--- config.mk ---
export PLATFORM = sky130hd
export DESIGN_NAME = univ_counter_seq_ctrl
export DESIGN_NICKNAME = d
export VERILOG_FILES = /design/src/rtl/univ_counter_seq_ctrl.sv
export SDC_FILE = /design/constraint.sdc
export NUM_CORES = 1
export LEC_CHECK = 0
export ABC_AREA = 1
export BUFFER_PORTS_ARGS = -buffer_cell sky130_fd_sc_hd__buf_4
export CORE_MARGIN = 1
export CORE_UTILIZATION = 45
export DETAILED_ROUTE_END_ITERATION = 12
export PLACE_DENSITY = 0.67
export SLEW_MARGIN = 10
export SYNTH_ARGS = -nofsm -noshare
export SYNTH_HDL_FRONTEND = slang
export SYNTH_SLANG_ARGS = --single-unit
--- constraint.sdc ---
create_clock -name clk -period 3.1 [get_ports clk]
set_input_delay 0.31 -clock clk [delete_from_list [all_inputs] [get_ports clk]]
set_output_delay 0.31 -clock clk [all_outputs]
set_load 0.01 [all_outputs]
--- src/rtl/univ_counter_seq_ctrl.sv ---
// Control sequencer for the N-bit universal binary counter: start/stop/clear, prescaled stepping,
// and up-wrap / down-wrap / ping-pong / one-shot run modes. Ping-pong is built only when
// CNT_SEQ_PINGPONG_EN is defined; otherwise mode 10 runs as up-wrap.
module univ_counter_seq_ctrl #(
  parameter int unsigned N   = 8,
  parameter int unsigned P_W = 16
) (
  input  logic           clk,
  input  logic           reset_n,
  input  logic           start,
  input  logic           stop,
  input  logic           clr,
  input  logic [1:0]     mode,
  input  logic [P_W-1:0] div,
  input  logic [N-1:0]   preset,
  input  logic           max_tick,
  input  logic           min_tick,
  output logic           syn_clr,
  output logic           load,
  output logic           en,
  output logic           up,
  output logic [N-1:0]   d,
  output logic           busy,
  output logic           done
);

  typedef enum logic [1:0] {StIdle, StLoad, StRun, StDone} state_e;

  state_e         state_q, state_d;
  logic [P_W-1:0] presc_q, presc_d;
  logic [P_W-1:0] div_q, div_d;
  logic [1:0]     mode_q, mode_d;
  logic [N-1:0]   d_q, d_d;
  logic           up_q, up_d;
  logic           step;
  logic           flip;

`ifdef CNT_SEQ_PINGPONG_EN
  // Reverse at the boundary in the same cycle so the end value is never repeated or wrapped.
  assign flip = (mode_q == 2'b10) & ((up_q & max_tick) | (~up_q & min_tick));
`else
  logic unused_min_tick;
  assign unused_min_tick = min_tick;
  assign flip = 1'b0;
`endif

  assign step = (presc_q == div_q);
  assign busy = (state_q == StLoad) || (state_q == StRun);
  assign done = (state_q == StDone);
  assign d    = d_q;

  always_comb begin
    state_d = state_q;
    presc_d = presc_q;
    div_d   = div_q;
    mode_d  = mode_q;
    d_d     = d_q;
    up_d    = up_q;
    syn_clr = 1'b0;
    load    = 1'b0;
    en      = 1'b0;
    up      = up_q;

    if (clr) begin
      syn_clr = 1'b1;
      state_d = StIdle;
      presc_d = '0;
      up_d    = 1'b1;
    end else if (stop && busy) begin
      state_d = StIdle;
      presc_d = '0;
    end else begin
      unique case (state_q)
        StIdle, StDone: begin
          if (state_q == StDone) state_d = StIdle;
          if (start) begin
            mode_d  = mode;
            div_d   = div;
            d_d     = preset;
            state_d = StLoad;
          end
        end
        StLoad: begin
          load    = 1'b1;
          presc_d = '0;
          up_d    = (mode_q != 2'b01);
          state_d = StRun;
        end
        StRun: begin
          if (step) begin
            presc_d = '0;
            if (mode_q == 2'b11) begin
              if (max_tick) begin
                state_d = StDone;
              end else begin
                en = 1'b1;
                up = 1'b1;
              end
            end else begin
              en   = 1'b1;
              up   = up_q ^ flip;
              up_d = up_q ^ flip;
            end
          end else begin
            presc_d = presc_q + {{(P_W-1){1'b0}}, 1'b1};
          end
        end
        default: state_d = StIdle;
      endcase
    end
  end

  always_ff @(posedge clk or negedge reset_n) begin
    if (!reset_n) begin
      state_q <= StIdle;
      presc_q <= '0;
      div_q   <= '0;
      mode_q  <= 2'b00;
      d_q     <= '0;
      up_q    <= 1'b1;
    end else begin
      state_q <= state_d;
      presc_q <= presc_d;
      div_q   <= div_d;
      mode_q  <= mode_d;
      d_q     <= d_d;
      up_q    <= up_d;
    end
  end

endmodule

* After elaboration in Yosys (flattened, before gate mapping)
Cells that the tools add are included.
** Cells by class
- Add/subtract/negate cells :: 1
- Equal/unequal tests :: 11
- Muxes and demuxes :: 31
- Bitwise logic cells :: 2
- Reduce and logical (&&, ||, !) cells :: 9
** Operator list (number)
- two-way mux 16 bit :: 3
- case mux 16 bit (2 select lines) :: 1
- two-way mux 1 bit :: 19
- adder 16 x 1 -> 16 bit, second input constant :: 1
- == test 16 bit :: 1
- two-way mux 2 bit :: 7
- != test 4 x 3 -> 1 bit, second input constant :: 2
- AND reduction 4 bit :: 2
- == test 2 bit, second input constant :: 3
- case mux 2 bit (3 select lines) :: 1
- != test 5 bit, second input constant :: 1
- != test 4 x 2 -> 1 bit, second input constant :: 1
- nonzero test 4 bit :: 1
- == test 2 x 1 -> 1 bit, second input constant :: 1
- zero test 2 bit :: 1
- != test 2 x 1 -> 1 bit, second input constant :: 1
- != test 2 bit, second input constant :: 1
- NOT 1 bit :: 2
- AND reduction 2 bit :: 1
- nonzero test 2 bit :: 1
- OR reduction 2 bit :: 1
- logical AND 1 bit :: 1
- logical OR 1 bit :: 1
** Storage, ports and cells
- Register bits :: 45
- Input bits :: 33
- Output and inout port bits :: 14
- Logic and storage cells :: 60

* Longest topological paths before layout
Gate-level depths: netlist of the first run.
- Depth after elaboration :: 6
- Depth in mapped cells :: 11
- Gate-level depth less buffers :: 11

* Worst setup path after synthesis of the first run
OpenSTA, ideal clock, no wires.
- Path type :: register -> output
- Start :: register state_q[0]
- End :: output up
- Data arrival time :: 1514 ps
- Data required time :: 2790 ps
- Slack :: 1276 ps
- Stages on the path, launching flop included :: 7
- Path buffers :: 0
- Cell sequence :: dfrtp_1 inv_1 ha_1 o21ai_2 nor2_1 nand3_1 o21ai_0
** On the way
- Cells in the longest elaborated chain, start to end :: 5
- Elaborated cells on any way between the ends :: 7
- Classes of those cells :: eq/ne (2); mux (3); reduce/logical (2)
** Ends and longest elaborated chain
- from (decl) :: line 29 : state_e state_q, state_d;
- from (signal assigned) :: line 115 : state_q <= StIdle;
- from (signal assigned) :: line 122 : state_q <= state_d;
- == test 2 x 1 -> 1 bit / == test 2 bit (equally long branches) :: line 48, 73
- logical OR 1 bit :: line 48 : assign busy = (state_q == StLoad) || (state_q == StRun);
- logical AND 1 bit :: line 69 : end else if (stop && busy) begin
- two-way mux 1 bit (*) :: line 69
- two-way mux 1 bit (*) :: line 64 : if (clr) begin
- to (decl) :: line 21 : output logic up,
Every way passes the cells marked *; elsewhere a longest branch is shown, timed or not.

* Worst setup path in the final report of the first run
Same ends and word-level chain as after synthesis.

==> results.md, run 1 <==
- Synthesis handed over a netlist of 312 instances.
- In the synthesized netlist the async set-or-reset flop fraction comes to 100%.
- The distinct cell type count after synthesis is 36.
- The run finished with clean final reports.
- The maximum VDD drop is 0.505 mV.
- In this run the tool buffered the top-level ports with 45 buffer cells.
- The region available for standard cell placement spans 0.00527 mm2.
- The overall via count from detail_route is 2047.
- The post-synthesis net count is 349.
- The per-cell via count in the routed design is 4.77.
- The worst-case reg-to-reg path depth is 10.
- The remaining antenna violation count after routing is 0.
- The final wirelength is 4890 um.
- The placer congestion estimate is 0.805.
- For met1 alone, demand over resource in global routing was 23.9%.
- Before antenna repair, the detailed router went through 4 iterations.
- The layout net count is 395.
- Once detailed placement completed, the half-perimeter wirelength came to 3680 um.
- The kind of path behind the tightest hold check is input port to asynchronous set/reset pin.
- Yosys mapped a number of flops with a built-in enable equal to 0.
- The most used flip-flop cell after synthesis is dfrtp_1.
- The achievable frequency is 0.429 GHz.
- The number of global-route vias before repair is 1936.
- The power after layout is 2.12 mW.
- The H-tree was split into 2 levels.
- The leakage power total is 1.47 nW.
- Counting along the longest clock path gives a buffer depth of 2.
- The net switching power is 740 uW.
- The number of remaining DRC errors is 0.
- The synthesized design contains 45 register bits.
- Along the worst path, the maximum fanout reaches 4.
- The combinational family with the most area after synthesis is simple AND/OR/NAND/NOR gates.
- The clock tree skew after final layout is 13.5 ps.
- In this run the critical register-to-register path is launched from state_q[0]$_DFFE_PN0P_.
- The floorplan row count is 26.
- The initial cell density of the core is 48.1%.
- After filler insertion, the fill cell instance count of the layout stands at 497.
- Clock-pin slew was measured on the worst setup and hold paths at 90 ps.
- CTS saw 45 sinks.
- The cell at the root of the clock tree is clkbuf_8.
- Net switching is 35.0% of the power.
- The headroom to the max-slew limit is 60.8%.
- In this run the most used layer during global routing was met2.
- The number of pins exceeding their max-slew limit in the final report is 0.
- The setup TNS is 0 ps.
- The number of antenna violations at the first check in global routing is 0.
- After clock tree synthesis, the repair step resized 0 gates.
- At the pin with the least slew margin, the transition time is 588 ps.
- The die boundary height is 77.0 um.
- The worst setup path is launched from a register.
- The post-synthesis compound-gate area fraction is 10.8%.
- The internal power of the cells totals 1.38 mW.
- The die covers 0.00593 mm2.
- For the worst setup path, the data required time is 2790 ps.
- The synthesized area is 0.00253 mm2.
- Before CTS, the worst setup slack after placement is 1120 ps.
- After detailed routing, the average wire length per cell comes to 11.4 um.
- Registers are responsible for 41.4% of the overall power.
- The final global-route overflow total is 0.
- The first global-routing pass estimated 8520 um of wire.
- Compared with the post-synthesis result, the final layout area differs by 19.8%.
- The violation count after the first detailed-routing iteration is 130.
- The final worst-path cycle share is 75.3%.
- The post-layout worst setup margin is 767 ps.
- The total setup violations reported at the end of the flow is 0.
- The hold violation count in the final report is 0.
- Global routing used 29.6% of the available met2 tracks.
- The number of setup buffers added after CTS is 0.
- The proportion of power drawn by combinational gates is 36.7%.
- After synthesis, the share of cell area in mux cells is 4.45%.
- The slack of the worst reg-to-reg path is 1140 ps.
- The number of warning messages in the yosys log is 0.
- For met3 alone, demand over resource in global routing was 4.64%.
- The share of final-layout standard cells stronger than drive strength 1 is 28.1%.
- The mean area per synthesized cell is 8.12 um2.
- In this run the count of I/O pins placed on the die edge is 47.
- The TritonCTS buffer count is 5.
- The die width is 77.0 um.
- The tool flagged a number of max-cap violations equal to 0.
- The count of antenna diodes in the layout is 0.
- The power density over the cells is 697 mW/mm2.
- TritonCTS built the clock tree.
- The share of synthesized cell area in full adder, half adder and majority cells is 1.98%.
- Entering global routing, the biggest net connects 46 pins.
- The worst register-to-register path ends at presc_q[15]$_DFFE_PN0P_.
- The sequential share of the synthesized area is 44.5%.
- The source-to-sink clock delay at the later pin of the worst-skew pair is 300 ps.
- The XOR/XNOR share of the synthesized area is 2.42%.
- Data on the critical path arrives at its endpoint at 2020 ps.
- The worst setup path is captured at an output pin.
- The critical path in this run is classified as register to output pin.
- For this design, the CTS-stage hold fixing added 0 buffers.
- Summing the areas of all and, or, nand and nor instances in the mapped netlist gives 26.8% of the synthesized area.
- Global routing consumed, over all layers together, 17.8% of the routing resources.
- After layout, the minimum clock period comes to 2330 ps.
- The share of total power dissipated in the clock network is 21.9%.
- Setup repair after global routing left no endpoint under its margin.
[layout make-up]
class / count / area, um2 / area share (%)
clock buffers: 7 / 86.3 / 2.85
clock inverters: 1 / 30.0 / 0.990
inverters: 45 / 169 / 5.57
multi-input cells: 214 / 1180 / 38.9
flip-flops and latches: 45 / 1130 / 37.2
well taps: 70 / 87.6 / 2.89
repair buffers: 47 / 353 / 11.6
[critical path, cell delays in order, from the launching register on]
cell and delay [ps]:
dfrtp_1 400, inv_1 60, ha_1 350, o21ai_2 110, nor2_1 300, nand3_1 150, o21ai_0 210, buf_4 160
[kinds of logic (layout without fill, tap and decap cells)]
logic type,after synthesis,count (layout)
adder cells (fa/ha/maj),4,4
flip-flops,45,45
XOR/XNOR,7,7
buffers and inverters,53,100
multiplexers,10,10
AND/OR/NAND/NOR,151,151
AO/OA/AOI/OAI,42,42
[cell usage after synthesis (4+ instances only)]
cell | count | area [um2]
o21ai_0 | 6 | 30.0
xor2_1 | 7 | 61.3
mux2_2 | 10 | 113
nand2_1 | 78 | 293
nand2_2 | 6 | 37.5
nand3_1 | 11 | 55.1
inv_1 | 38 | 143
dfrtp_1 | 44 | 1100
a21oi_1 | 20 | 100
ha_1 | 4 | 50.1
a21oi_2 | 8 | 70.1
nor2_1 | 37 | 139
inv_2 | 7 | 26.3
[layout by cell type (no fill, tap or decap), drive strengths merged]
cell type / count
nor2: 43
ha: 4
mux2: 10
o21ai: 8
a21oi: 28
nand4: 3
nand2: 85
nor4: 3
o211ai: 1
xor2: 7
nor3: 4
a211oi: 1
buf: 47
inv: 45
clkbuf: 7
dfrtp: 44
bufinv: 1
o22ai: 3
a31oi: 1
dfstp: 1
nand3: 12
or2: 1
[power by group through the flow]
| stage | Clock (mW) | Sequential, mW | Combinational (mW) |
|---|---|---|---|
| 2_1_floorplan | 0 | 0.892 | 0.522 |
| 3_3_place_gp | 0 | 0.881 | 0.769 |
| 3_5_place_dp | 0 | 0.891 | 0.785 |
| 4_1_cts | 0.474 | 0.879 | 0.788 |
| 5_1_grt | 0.496 | 0.902 | 0.879 |
| 6_report | 0.463 | 0.877 | 0.776 |
[state kept, by name, summed over array words and instances, names as in the netlist]
signal / count
up_q: 1
state_q: 2
d: 8
mode_q: 2
div_q: 16
presc_q: 16
[routing by layer]
metal / part of all wire [%] / vias up
met2: 46 / 50
li1: - / 1081
met5: 0 / -
met3: 6.1 / 0
met1: 48 / 916
met4: 0 / 0
[worst max-delay path by stage]
stage | startpoint | to | slack, ps | depth (start not counted)
global route | state_q[0]$_DFFE_PN0P_ | up | 600 | 7
detailed placement | state_q[0]$_DFFE_PN0P_ | up | 1120 | 7
floorplan | state_q[0]$_DFFE_PN0P_ | up | 1280 | 6
global placement | state_q[0]$_DFFE_PN0P_ | up | 1090 | 7
finish | state_q[0]$_DFFE_PN0P_ | up | 770 | 7
CTS | state_q[0]$_DFFE_PN0P_ | up | 770 | 7
[through the flow]
stage                     hold slack (ps)  std cells  area (um2)  util, %
after floorplan                      14.4        312        2530        -
after global placement                361        421        2920     55.4
after detailed placement              359        421        2920     55.4
after CTS                            35.5        429        3030     57.6
after global routing                 55.9        429        3030     57.6
final                                8.22        429        3030     57.6
(Power assumes the default switching activity.)
==> run 2, diff against run 1 <==
==> constraint.sdc (replaced) <==
create_clock -name clk -period 2.25 [get_ports clk]
set_input_delay 0.225 -clock clk [delete_from_list [all_inputs] [get_ports clk]]
set_output_delay 0.225 -clock clk [all_outputs]
set_load 0.01 [all_outputs]
==> run 2 against run 1 <==
  * First-iteration DRC count is 37% lower
  * Register-to-register slack worse by 850 ps
  * Via count is 1.2% higher
  * Power is 33% higher
  * Critical path depth stayed put
  * Critical path type unchanged
  * Largest power group unchanged
==> results.md, run 2 (synthesized netlist as in run 1, its figures left out) <==
- The flow ran to the end, and the final reports show no timing, DRC or antenna violations.
- The critical path ends at up.
- The number of buffer and inverter instances along the worst setup path is 2 (unchanged).
- The final worst-path cycle share is 92.3%.
- The sequential cell area is 0.00113 mm2 (unchanged).
- The slew at the pin closest to its max-slew limit is 576 ps (-12.0 ps).
- The slack of the worst reg-to-reg path is 290 ps (-850 ps).
- The worst setup path is of the register to output pin kind.
- The remaining antenna violation count after routing is 0 (unchanged).
- The worst endpoint required time is 2030 ps (-760 ps).
- The cell type of the slowest stage on the worst timing path is dfrtp_1.
- The TritonCTS buffer count came to 5 (unchanged).
- TritonCTS built the clock tree.
- The kind of path behind the tightest hold check is input port to register.
- Static timing analysis puts the maximum clock frequency at 0.482 GHz.
- The final critical-path required period is 2080 ps.
- The library cells used most frequently in the layout, excluding fill and tap cells, are nand2_1, buf_4, dfrtp_1, inv_1, nor2_1.
- The clock transition at the registers of the reported paths is 90 ps (about the same).
- The wire length per cell is 11.6 um (+1.8%).
- The wire length of the first global-routing pass came to 9080 um (+6.6%).
- The max-cap check violation count is 0 (unchanged).
- The cell area after layout is 0.00303 mm2 (unchanged).
- The source-to-sink clock delay at the later pin of the worst-skew pair is 300 ps (about the same).
- The overall via count from detail_route is 2071 (+1.2%).
- The quantity of I/O buffers inserted on ports is 45 (unchanged).
- The count of TritonRoute iterations in the first routing pass is 4 (unchanged).
- The number of antenna violations at the first check in global routing is 0 (unchanged).
- The hold violation count in the final report came to 0 (unchanged).
- The total setup violations reported at the end of the flow is 0 (unchanged).
- Broken down by cell family, the worst path's largest delay share belongs to flip-flops.
- The HPWL after detailed placement is 3730 um (+1.4%).
- The number of global-route vias before repair is 2067 (+6.8%).
- The I/O pin total is 47 (unchanged).
- The maximum number of pins on one net before global-route repair is 46 (unchanged).
- Leaving out fill and tap cells, the most frequent cell in the layout is nand2_1.
- The final global-route overflow total is 0 (unchanged).
- In this run the critical register-to-register path is captured at presc_q[15]$_DFFE_PN0P_.
- The die width is 77.0 um (unchanged).
- The post-synthesis to final-layout area growth was 19.8% (unchanged).
- The count of antenna diodes in the layout was 0 (unchanged).
- The die area came to 0.00593 mm2 (unchanged).
- The area taken by multi-input logic gates came to 0.00119 mm2 (+0.64%).
- The final wirelength is 5010 um (+2.5%).
- The leakage power total was 1.47 nW (-0.46%).
- Setup repair after global routing left no endpoint under its margin.
- The arrival time of the worst setup path is 1850 ps (-170 ps).
- The setup TNS was 0 ps (unchanged).
- The core outline area is 0.00527 mm2 (unchanged).
- The worst-case reg-to-reg path depth is 10 (unchanged).
- The die boundary height is 77.0 um (unchanged).
- The highest cell delay on the worst timing path is 400 ps (about the same).
- The startpoint kind of the worst setup timing path is a register.
- The initial cell density of the core is 48.1% (unchanged).
- The number of pins exceeding their max-slew limit in the final report came to 0 (unchanged).
- The filler cell count was 523 (+5.2%).
- The number of sinks handled by clock tree synthesis came to 45 (unchanged).
- The worst setup path is captured at an output pin.
- The maximum VDD drop is 0.679 mV (+34%).
- The placer congestion estimate was 0.818 (+1.6%).
- The layout net count came to 398 (+0.76%).
- The cell depth of the worst setup path is 7 (unchanged).
- The per-cell via count in the routed design is 4.79 (+0.47%).
- The share of final-layout standard cells stronger than drive strength 1 is 28.5% (+0.32 points).
- The launch point of the critical path is state_q[0]$_DFFE_PN0P_.
- The largest driver fanout on the critical path was 4 (unchanged).
- The startpoint identified for the worst register-to-register timing path is state_q[0]$_DFFE_PN0P_.
- The number of remaining DRC errors came to 0 (unchanged).
- The cell area reported after detailed placement was 0.00293 mm2 (+0.51%).
- The floorplan row count is 26 (unchanged).
- The violation count after the first detailed-routing iteration is 82 (-37%).
- The count of H-tree levels built during CTS is 2 (unchanged).
- The headroom to the max-slew limit came to 61.6% (+0.80 points).
- CTS placed an instance of clkbuf_8 at the clock tree root.
- The power density over the cells is 930 mW/mm2 (+33%).
- The clock tree skew after final layout was 5.76 ps (-7.70 ps).
- The number of buffers on the longest clock path is 2 (unchanged).
- The total global routing track utilization is 19.0% (+1.2 points).
- Walking the worst path, the cells encountered are inv_1 -> ha_1 -> o21ai_2 -> nor2_4 -> nand3_1 -> o21ai_0 -> buf_4.
-- run 2: changes by cell type in the layout (fill, tap and decap cells not counted), sizes merged --
| cell | before | now |
|---|---|---|
| buf | 47 | 49 |
| clkinvlp | 0 | 1 |
| dlygate4sd3 | 0 | 1 |
| bufinv | 1 | 0 |
-- run 2: worst reg2reg max path: stages, from the launching register on --
cell	delay, ps
dfrtp_1	400
inv_1	60
ha_1	360
o21ai_2	290
inv_2	60
nand3_2	140
nand2_2	110
nor2_4	140
nand3_1	110
nor2_1	140
nor2_2	50
-- run 2: routing by layer --
layer / vias up / part of all wire, % / wire [um] / GRT usage [%]
met5: - / 0 / 0 / 0
met4: 0 / 1.1 / 56 / 4.53
met3: 6 / 5.9 / 295 / 4.88
met2: 49 / 46 / 2300 / 32.4
met1: 932 / 47 / 2360 / 24.0
li1: 1084 / - / - / -
-- run 2: repair_timing --
| action | in CTS | in global routing |
|---|---|---|
| hold buffers | 1 | 0 |
| setup endpoints to repair | 0 | 2 |
| gates resized for setup | 0 | 2 |
| endpoints found under the hold margin | 44 | 0 |
| buffers inserted | 0 | 0 |
-- run 2: layout make-up --
type                            count  area share (%)
Timing Repair Buffer               50            12.5
Multi-Input combinational cell    214            39.2
Clock buffer                        7            2.52
Sequential cell                    45            37.2
Tap cell                           70            2.89
Clock inverter                      1           0.247
Inverter                           45            5.57
-- run 2: through the flow --
stage	utilization, %	total power [mW]	hold slack [ps]	setup slack (ps)	instances
after global placement	55.7	2.29	273	342	423
final	57.6	2.82	145	174	432
after global routing	57.6	3.04	138	42.4	432
after CTS	57.4	2.85	138	0.231	432
after detailed placement	55.7	2.33	271	362	423
after floorplan	-	1.95	-70.6	511	312
-- run 2: how the worst min path moves through the flow --
stage / start / to / slack, ps / depth (start not counted)
CTS: mode[1] / mode_q[1]$_DFFE_PN0P_ / 140 / 2
global route: preset[2] / d[2]$_DFFE_PN0P_ / 140 / 2
floorplan: reset_n / d[0]$_DFFE_PN0P_ / -70 / 0
detailed placement: reset_n / div_q[4]$_DFFE_PN0P_ / 270 / 1
global placement: reset_n / div_q[4]$_DFFE_PN0P_ / 270 / 1
finish: preset[1] / d[1]$_DFFE_PN0P_ / 150 / 2
-- run 2: report_power, final --
| group | internal (mW) | switching, mW | leakage (nW) |
|---|---|---|---|
| registers | 1.06 | 0.150 | 0.552 |
| logic | 0.487 | 0.616 | 0.876 |
| clock network | 0.220 | 0.284 | 0.0385 |
